[src/rtl/matmul_result_reader_pkg.sv]
// Shared types, index-width helpers and the element extractor for the
// matmul result read-back path.
package matmul_result_reader_pkg;

   typedef enum logic [1:0] {
      ST_IDLE,
      ST_READ,
      ST_DRAIN,
      ST_DONE
   } state_e;

   // Upper bounds on what extract_elem can handle.
   localparam int unsigned MAX_ROW_BITS  = 1024;
   localparam int unsigned MAX_ELEM_BITS = 64;

   // Default geometry.
   localparam int unsigned DEF_ROWS               = 4;
   localparam int unsigned DEF_COLS               = 4;
   localparam int unsigned DEF_WORD_SIZE          = 8;
   localparam int unsigned DEF_MEM_PORT_WIDTH     = 32;
   localparam int unsigned DEF_MEM_ACCESS_LATENCY = 2;

   // Width of an index in 0..n-1, never narrower than one bit.
   function automatic int unsigned idx_width(input int unsigned n);
      return (n > 1) ? unsigned'($clog2(n)) : 1;
   endfunction

   // Width of a counter that must hold the value n itself.
   function automatic int unsigned cnt_width(input int unsigned n);
      return unsigned'($clog2(n + 1));
   endfunction

   localparam int unsigned DEF_ROW_IDX_W = idx_width(DEF_ROWS);
   localparam int unsigned DEF_COL_IDX_W = idx_width(DEF_COLS);

   // Element 'col' of a row word packed little-end first, 'width' bits each.
   function automatic logic [MAX_ELEM_BITS-1:0] extract_elem(
      input logic [MAX_ROW_BITS-1:0] row,
      input int unsigned             col,
      input int unsigned             width
   );
      logic [MAX_ROW_BITS-1:0]  shifted;
      logic [MAX_ELEM_BITS-1:0] mask;
      shifted = row >> (col * width);
      mask    = (width >= MAX_ELEM_BITS) ? '1
              : ((MAX_ELEM_BITS'(1) << width) - MAX_ELEM_BITS'(1));
      return shifted[MAX_ELEM_BITS-1:0] & mask;
   endfunction

endpackage

[src/rtl/matmul_result_reader_result_row_fifo.sv]
// Synchronous row FIFO; push and pop in one cycle are both honoured.
module result_row_fifo
   import matmul_result_reader_pkg::*;
#(
   parameter int unsigned WIDTH = 32,
   parameter int unsigned DEPTH = 3
) (
   input  logic                        clk,
   input  logic                        rst,
   input  logic                        push,
   input  logic                        pop,
   input  logic [WIDTH-1:0]            din,
   output logic [WIDTH-1:0]            dout,
   output logic [cnt_width(DEPTH)-1:0] count,
   output logic                        empty,
   output logic                        full
);
   localparam int unsigned PW = idx_width(DEPTH);
   localparam int unsigned CW = cnt_width(DEPTH);

   logic [WIDTH-1:0] mem_q [DEPTH];
   logic [PW-1:0]    wr_q, wr_d, rd_q, rd_d;
   logic [CW-1:0]    cnt_q, cnt_d;
   logic             do_push, do_pop;

   // Accept/advance decisions and next pointer/count values.
   always_comb begin
      do_pop  = pop && (cnt_q != '0);
      do_push = push && ((cnt_q != CW'(DEPTH)) || do_pop);
      wr_d    = wr_q;
      rd_d    = rd_q;
      if (do_push) wr_d = (wr_q == PW'(DEPTH - 1)) ? '0 : wr_q + PW'(1);
      if (do_pop)  rd_d = (rd_q == PW'(DEPTH - 1)) ? '0 : rd_q + PW'(1);
      cnt_d = cnt_q + CW'(do_push) - CW'(do_pop);
   end

   // Row storage; contents are only meaningful below the count.
   always_ff @(posedge clk) begin
      if (do_push) mem_q[wr_q] <= din;
   end

   // Pointer and occupancy registers.
   always_ff @(posedge clk) begin
      if (rst) begin
         wr_q  <= '0;
         rd_q  <= '0;
         cnt_q <= '0;
      end else begin
         wr_q  <= wr_d;
         rd_q  <= rd_d;
         cnt_q <= cnt_d;
      end
   end

   assign dout  = mem_q[rd_q];
   assign count = cnt_q;
   assign empty = (cnt_q == '0);
   assign full  = (cnt_q == CW'(DEPTH));

endmodule

[src/rtl/matmul_result_reader.sv]
// Reads a finished ROWS x COLS result matrix out of the output RAM and
// streams it one element per beat with row/col tags.
module matmul_result_reader
   import matmul_result_reader_pkg::*;
#(
   parameter int unsigned ROWS               = DEF_ROWS,
   parameter int unsigned COLS               = DEF_COLS,
   parameter int unsigned WORD_SIZE          = DEF_WORD_SIZE,
   parameter int unsigned MEM_PORT_WIDTH     = DEF_MEM_PORT_WIDTH,
   parameter int unsigned MEM_ACCESS_LATENCY = DEF_MEM_ACCESS_LATENCY,
   parameter int unsigned FIFO_DEPTH         = MEM_ACCESS_LATENCY + 1
) (
   input  logic                          clk,
   input  logic                          rst,
   input  logic                          start,
   input  logic [31:0]                   base_addr,
   output logic                          busy,
   output logic                          done,
   output logic [31:0]                   mem_addr,
   output logic                          mem_rd_en,
   input  logic [MEM_PORT_WIDTH-1:0]     mem_rd_data,
   output logic                          out_valid,
   input  logic                          out_ready,
   output logic [WORD_SIZE-1:0]          out_data,
   output logic [idx_width(ROWS)-1:0]    out_row,
   output logic [idx_width(COLS)-1:0]    out_col,
   output logic                          out_last
);
   localparam int unsigned ROW_BITS = COLS * WORD_SIZE;
   localparam int unsigned RW       = idx_width(ROWS);
   localparam int unsigned CLW      = idx_width(COLS);
   localparam int unsigned ISSUE_W  = cnt_width(ROWS);
   localparam int unsigned CNT_W    = cnt_width(FIFO_DEPTH);
   localparam int unsigned LAT      = MEM_ACCESS_LATENCY;

   state_e               state_q, state_d;
   logic                 busy_q, busy_d, done_q, done_d;
   logic                 rd_en_q, rd_en_d;
   logic [31:0]          addr_q, addr_d, base_q, base_d;
   logic [ISSUE_W-1:0]   rd_row_q, rd_row_d;
   logic [CNT_W-1:0]     in_flight_q, in_flight_d;
   logic [LAT-1:0]       pipe_q, pipe_d;
   logic [LAT:0]         pipe_ext;
   logic [RW-1:0]        row_q, row_d;
   logic [CLW-1:0]       col_q, col_d;

   logic                 push, pop, beat, can_issue, all_issued, last_elem;
   logic [ROW_BITS-1:0]  fifo_dout;
   logic [CNT_W-1:0]     fifo_count;
   logic                 fifo_empty, fifo_full;
   logic [MAX_ROW_BITS-1:0]  head_ext;
   logic [MAX_ELEM_BITS-1:0] head_elem;
   logic                 unused_bits;

   result_row_fifo #(
      .WIDTH (ROW_BITS),
      .DEPTH (FIFO_DEPTH)
   ) u_fifo (
      .clk   (clk),
      .rst   (rst),
      .push  (push),
      .pop   (pop),
      .din   (mem_rd_data[ROW_BITS-1:0]),
      .dout  (fifo_dout),
      .count (fifo_count),
      .empty (fifo_empty),
      .full  (fifo_full)
   );

   // Handshake, credit and return-path qualifiers.
   always_comb begin
      beat       = !fifo_empty && out_ready;
      last_elem  = (row_q == RW'(ROWS - 1)) && (col_q == CLW'(COLS - 1));
      pop        = beat && (col_q == CLW'(COLS - 1));
      push       = pipe_q[LAT-1];
      can_issue  = (32'(in_flight_q) + 32'(fifo_count)) < FIFO_DEPTH;
      all_issued = (rd_row_q == ISSUE_W'(ROWS));
   end

   // Control FSM and read issue; the first row is requested on the start edge
   // so the first element lands MEM_ACCESS_LATENCY+2 cycles after start.
   always_comb begin
      state_d  = state_q;
      busy_d   = busy_q;
      done_d   = 1'b0;
      rd_en_d  = 1'b0;
      addr_d   = addr_q;
      base_d   = base_q;
      rd_row_d = rd_row_q;
      unique case (state_q)
         ST_IDLE: begin
            if (start) begin
               state_d  = ST_READ;
               busy_d   = 1'b1;
               base_d   = base_addr;
               rd_row_d = '0;
               if (can_issue) begin
                  rd_en_d  = 1'b1;
                  addr_d   = base_addr;
                  rd_row_d = ISSUE_W'(1);
               end
            end
         end
         ST_READ: begin
            if (all_issued) begin
               state_d = ST_DRAIN;
            end else if (can_issue) begin
               rd_en_d  = 1'b1;
               addr_d   = base_q + 32'(rd_row_q);
               rd_row_d = rd_row_q + ISSUE_W'(1);
               if (rd_row_q == ISSUE_W'(ROWS - 1)) state_d = ST_DRAIN;
            end
         end
         ST_DRAIN: begin
            if (beat && last_elem) begin
               state_d = ST_DONE;
               busy_d  = 1'b0;
               done_d  = 1'b1;
            end
         end
         ST_DONE: begin
            state_d = ST_IDLE;
         end
         default: state_d = ST_IDLE;
      endcase
      in_flight_d = in_flight_q + CNT_W'(rd_en_d) - CNT_W'(push);
   end

   // Latency pipe: one valid bit per outstanding read, exits as the data arrives.
   always_comb begin
      pipe_ext = {pipe_q, rd_en_q};
      pipe_d   = pipe_ext[LAT-1:0];
   end

   // Serialiser indices advance on each accepted element.
   always_comb begin
      col_d = col_q;
      row_d = row_q;
      if (beat) begin
         if (col_q == CLW'(COLS - 1)) begin
            col_d = '0;
            row_d = (row_q == RW'(ROWS - 1)) ? '0 : row_q + RW'(1);
         end else begin
            col_d = col_q + CLW'(1);
         end
      end
   end

   // Head-of-FIFO element selection.
   always_comb begin
      head_ext  = MAX_ROW_BITS'(fifo_dout);
      head_elem = extract_elem(head_ext, 32'(col_q), WORD_SIZE);
   end

   // State registers; reset also clears in-flight tracking so late returns are dropped.
   always_ff @(posedge clk) begin
      if (rst) begin
         state_q     <= ST_IDLE;
         busy_q      <= 1'b0;
         done_q      <= 1'b0;
         rd_en_q     <= 1'b0;
         addr_q      <= '0;
         base_q      <= '0;
         rd_row_q    <= '0;
         in_flight_q <= '0;
         pipe_q      <= '0;
         row_q       <= '0;
         col_q       <= '0;
      end else begin
         state_q     <= state_d;
         busy_q      <= busy_d;
         done_q      <= done_d;
         rd_en_q     <= rd_en_d;
         addr_q      <= addr_d;
         base_q      <= base_d;
         rd_row_q    <= rd_row_d;
         in_flight_q <= in_flight_d;
         pipe_q      <= pipe_d;
         row_q       <= row_d;
         col_q       <= col_d;
      end
   end

   assign busy        = busy_q;
   assign done        = done_q;
   assign mem_rd_en   = rd_en_q;
   assign mem_addr    = addr_q;
   assign out_valid   = !fifo_empty;
   assign out_data    = fifo_empty ? '0 : head_elem[WORD_SIZE-1:0];
   assign out_row     = row_q;
   assign out_col     = col_q;
   assign out_last    = !fifo_empty && last_elem;
   assign unused_bits = ^{head_elem, pipe_ext, mem_rd_data, fifo_full};

endmodule

[config.mk]
export PLATFORM = sky130hd
export DESIGN_NAME = matmul_result_reader
export DESIGN_NICKNAME = d
export VERILOG_FILES = /design/src/rtl/matmul_result_reader_pkg.sv /design/src/rtl/matmul_result_reader_result_row_fifo.sv /design/src/rtl/matmul_result_reader.sv
export SDC_FILE = /design/constraint.sdc
export NUM_CORES = 1
export LEC_CHECK = 0
export CORE_MARGIN = 4
export CORE_UTILIZATION = 24
export DETAILED_ROUTE_END_ITERATION = 8
export PLACE_DENSITY = 0.53
export SLEW_MARGIN = 40
export SYNTH_ARGS = -nofsm -noshare
export SYNTH_HDL_FRONTEND = slang
export SYNTH_HIERARCHICAL = 1
export SYNTH_SLANG_ARGS = --single-unit
[constraint.sdc]
create_clock -name clk -period 6.7 [get_ports clk]
set_input_delay 0.67 -clock clk [delete_from_list [all_inputs] [get_ports clk]]
set_output_delay 0.67 -clock clk [all_outputs]
set_load 0.01 [all_outputs]
==> metrics.txt <==
status completed; post-detail-place hpwl ~15000 um; antenna viol nets, final 0; Crit path required time 6.03 ns; clock slew at reported path FFs 0.08 ns; Resize count post-CTS 0; DRC viols 0; worst setup path end out_data[6]; Mean Syn Cell Area between 10 and 15 um2; P_leak 3.44 nW; Setup TNS Final 0 ns; Max Cap Violations 0; Max transition margin 0.445; crit path max-delay cell type dfxtp_4; worst-case reg-to-reg path depth 8; final hold violations 0; Cells after DPL 1303; Finished Layout Cells 1335; Setup Viol. Count Final 0; critical path, cell by cell mux2i_1 -> o21ai_0 -> mux4_2 -> and2_1 -> clkdlybuf4s50_1; Startpoint Class register; vias in the first global route roughly 6000; num ports 117; Via-to-Cell Ratio roughly 4.6; Worst Skew 0.0109 ns; Final Critical Period around 3.4 ns; depth of the CTS H-tree 4; top fanout value on the critical path 32; Initial Utilization 0.244; final cycle utilization of the critical path 0.508; Worst path depth 5; ant diodes 0; TritonCTS clock tree done; Peak VDD IR 0.196 mV; Syn Std Cell Area 8230 um2; Ys Warns 6; Clock Latency Late Sink 0.44 ns; critical path class register to output port; largest net degree at the start of global routing 75; RSZ-0062 raised after global routing false; Peak Freq roughly 290 MHz; crit path DAT ~2.7 ns; antenna violations before repair 3; pwr/cell area 327 nW/um2; DRT Pass-1 Iters 6; vias 6097; final WL 22200 um; Die Area 37300 um2; Sink Count 184; CTS buffer count 17; clk root buf clkbuf_16; fill cell count 3488; wire per inst about 17 um; CP delay by family, top multiplexers; IO buf count 116; HP Class register to register; Synth Instances ~780; FF-to-FF Start u_fifo/count[0]$_SDFF_PP0_; proportion of layout cells with a drive suffix above 1 0.0778; Die H 193 um; CORE AREA 33700 um2; # nets final 959; DR iter-0 viols 363; slowest cell delay on critical path about 0.72 ns; crit end category output port; CTS max path bufs 2; routability cong. ~0.75; final max-slew violation count 0; area grow syn2layout 26.7%; first-pass GRT wire length 34400 um; die width 193 um; # rows 67; GRT Util Overall 0.117; reg2reg setup slack approximately 3.7 ns; Hold Buf Count CTS 0; Syn Nets 860; Worst-Margin Slew 0.832 ns; reg2reg end mem_addr[30]$_SDFFE_PP0P_; CP bufs+invs 1; grt ovf 0; Post-CTS Setup Bufs 0
worst min-delay path by stage:
stage	from	depth (start not counted)	slack [ns]	end
2_1_floorplan	pipe_q[0]$_SDFF_PP0_	1	0.41	pipe_q[1]$_SDFF_PP0_
3_3_place_gp	pipe_q[0]$_SDFF_PP0_	1	0.42	pipe_q[1]$_SDFF_PP0_
3_5_place_dp	pipe_q[0]$_SDFF_PP0_	1	0.43	pipe_q[1]$_SDFF_PP0_
4_1_cts	pipe_q[0]$_SDFF_PP0_	1	0.45	pipe_q[1]$_SDFF_PP0_
5_1_grt	pipe_q[0]$_SDFF_PP0_	1	0.47	pipe_q[1]$_SDFF_PP0_
6_report	pipe_q[0]$_SDFF_PP0_	1	0.44	pipe_q[1]$_SDFF_PP0_
placed cells by master (no fill, tap or decap), types with 12 or more instances in the layout:
| master | n |
|---|---|
| nand2_1 | 123 |
| clkdlybuf4s50_1 | 115 |
| edfxtp_1 | 96 |
| dfxtp_1 | 85 |
| a21oi_1 | 74 |
| o21ai_0 | 47 |
| mux2i_1 | 41 |
| nor2_1 | 33 |
| inv_1 | 21 |
| and3_1 | 19 |
| clkbuf_16 | 17 |
| ha_1 | 15 |
| nor3_1 | 14 |
| nand3_1 | 13 |
| xnor2_1 | 12 |
| o211ai_1 | 12 |
layer usage:
layer / up-vias / global-route usage / routed length [um]
met5: - / 0 / 39
met4: 6 / 0.0281 / 216
met3: 20 / 0.0322 / 1250
met2: 143 / 0.194 / 10600
met1: 2920 / 0.152 / 10100
li1: 3008 / - / -
flip-flops by register name, indices dropped and copies added (netlist names), named ones only:
| register | cells |
|---|---|
| mem_addr | 32 |
| u_fifo/wr_q | 2 |
| done | 1 |
| in_flight_q | 2 |
| u_fifo/count | 2 |
| rd_row_q | 3 |
| u_fifo/rd_q | 2 |
| base_q | 32 |
| pipe_q | 2 |
| u_fifo/mem_q | 96 |
| out_row | 2 |
| out_col | 2 |
| busy | 1 |
| mem_rd_en | 1 |
| state_q | 2 |
report_power, final:
group / internal [mW] / total [mW] / leakage, nW / switching, mW
logic: 0.435 / 0.988 / 1.57 / 0.553
clock network: 0.491 / 0.967 / 0.274 / 0.477
registers: 1.34 / 1.46 / 1.59 / 0.121
through the flow:
| step | hold slack, ns | area [um2] | power (mW) | utilization | setup WS [ns] |
|---|---|---|---|---|---|
| after global placement | 0.419 | 9870 | 2.47 | 0.293 | 3.39 |
| final | 0.437 | 10400 | 3.41 | 0.309 | 3.30 |
| after floorplan | 0.414 | 8230 | 2.03 | - | 2.45 |
| after detailed placement | 0.434 | 9870 | 2.47 | 0.293 | 3.37 |
| after global routing | 0.466 | 10400 | 3.62 | 0.309 | 3.20 |
| after CTS | 0.450 | 10400 | 3.45 | 0.309 | 3.27 |
area by class of cell:
cell class | instances | area, um2 | share of cell area
sequential | 184 | 4650 | 0.446
multi-input combinational | 523 | 3350 | 0.321
timing repair buffer | 126 | 1230 | 0.118
tap | 448 | 561 | 0.0537
clock buffer | 17 | 425 | 0.0408
clock inverter | 15 | 129 | 0.0124
inverter | 22 | 82.6 | 0.00792
Note: power is estimated with default switching activity, not from simulation.
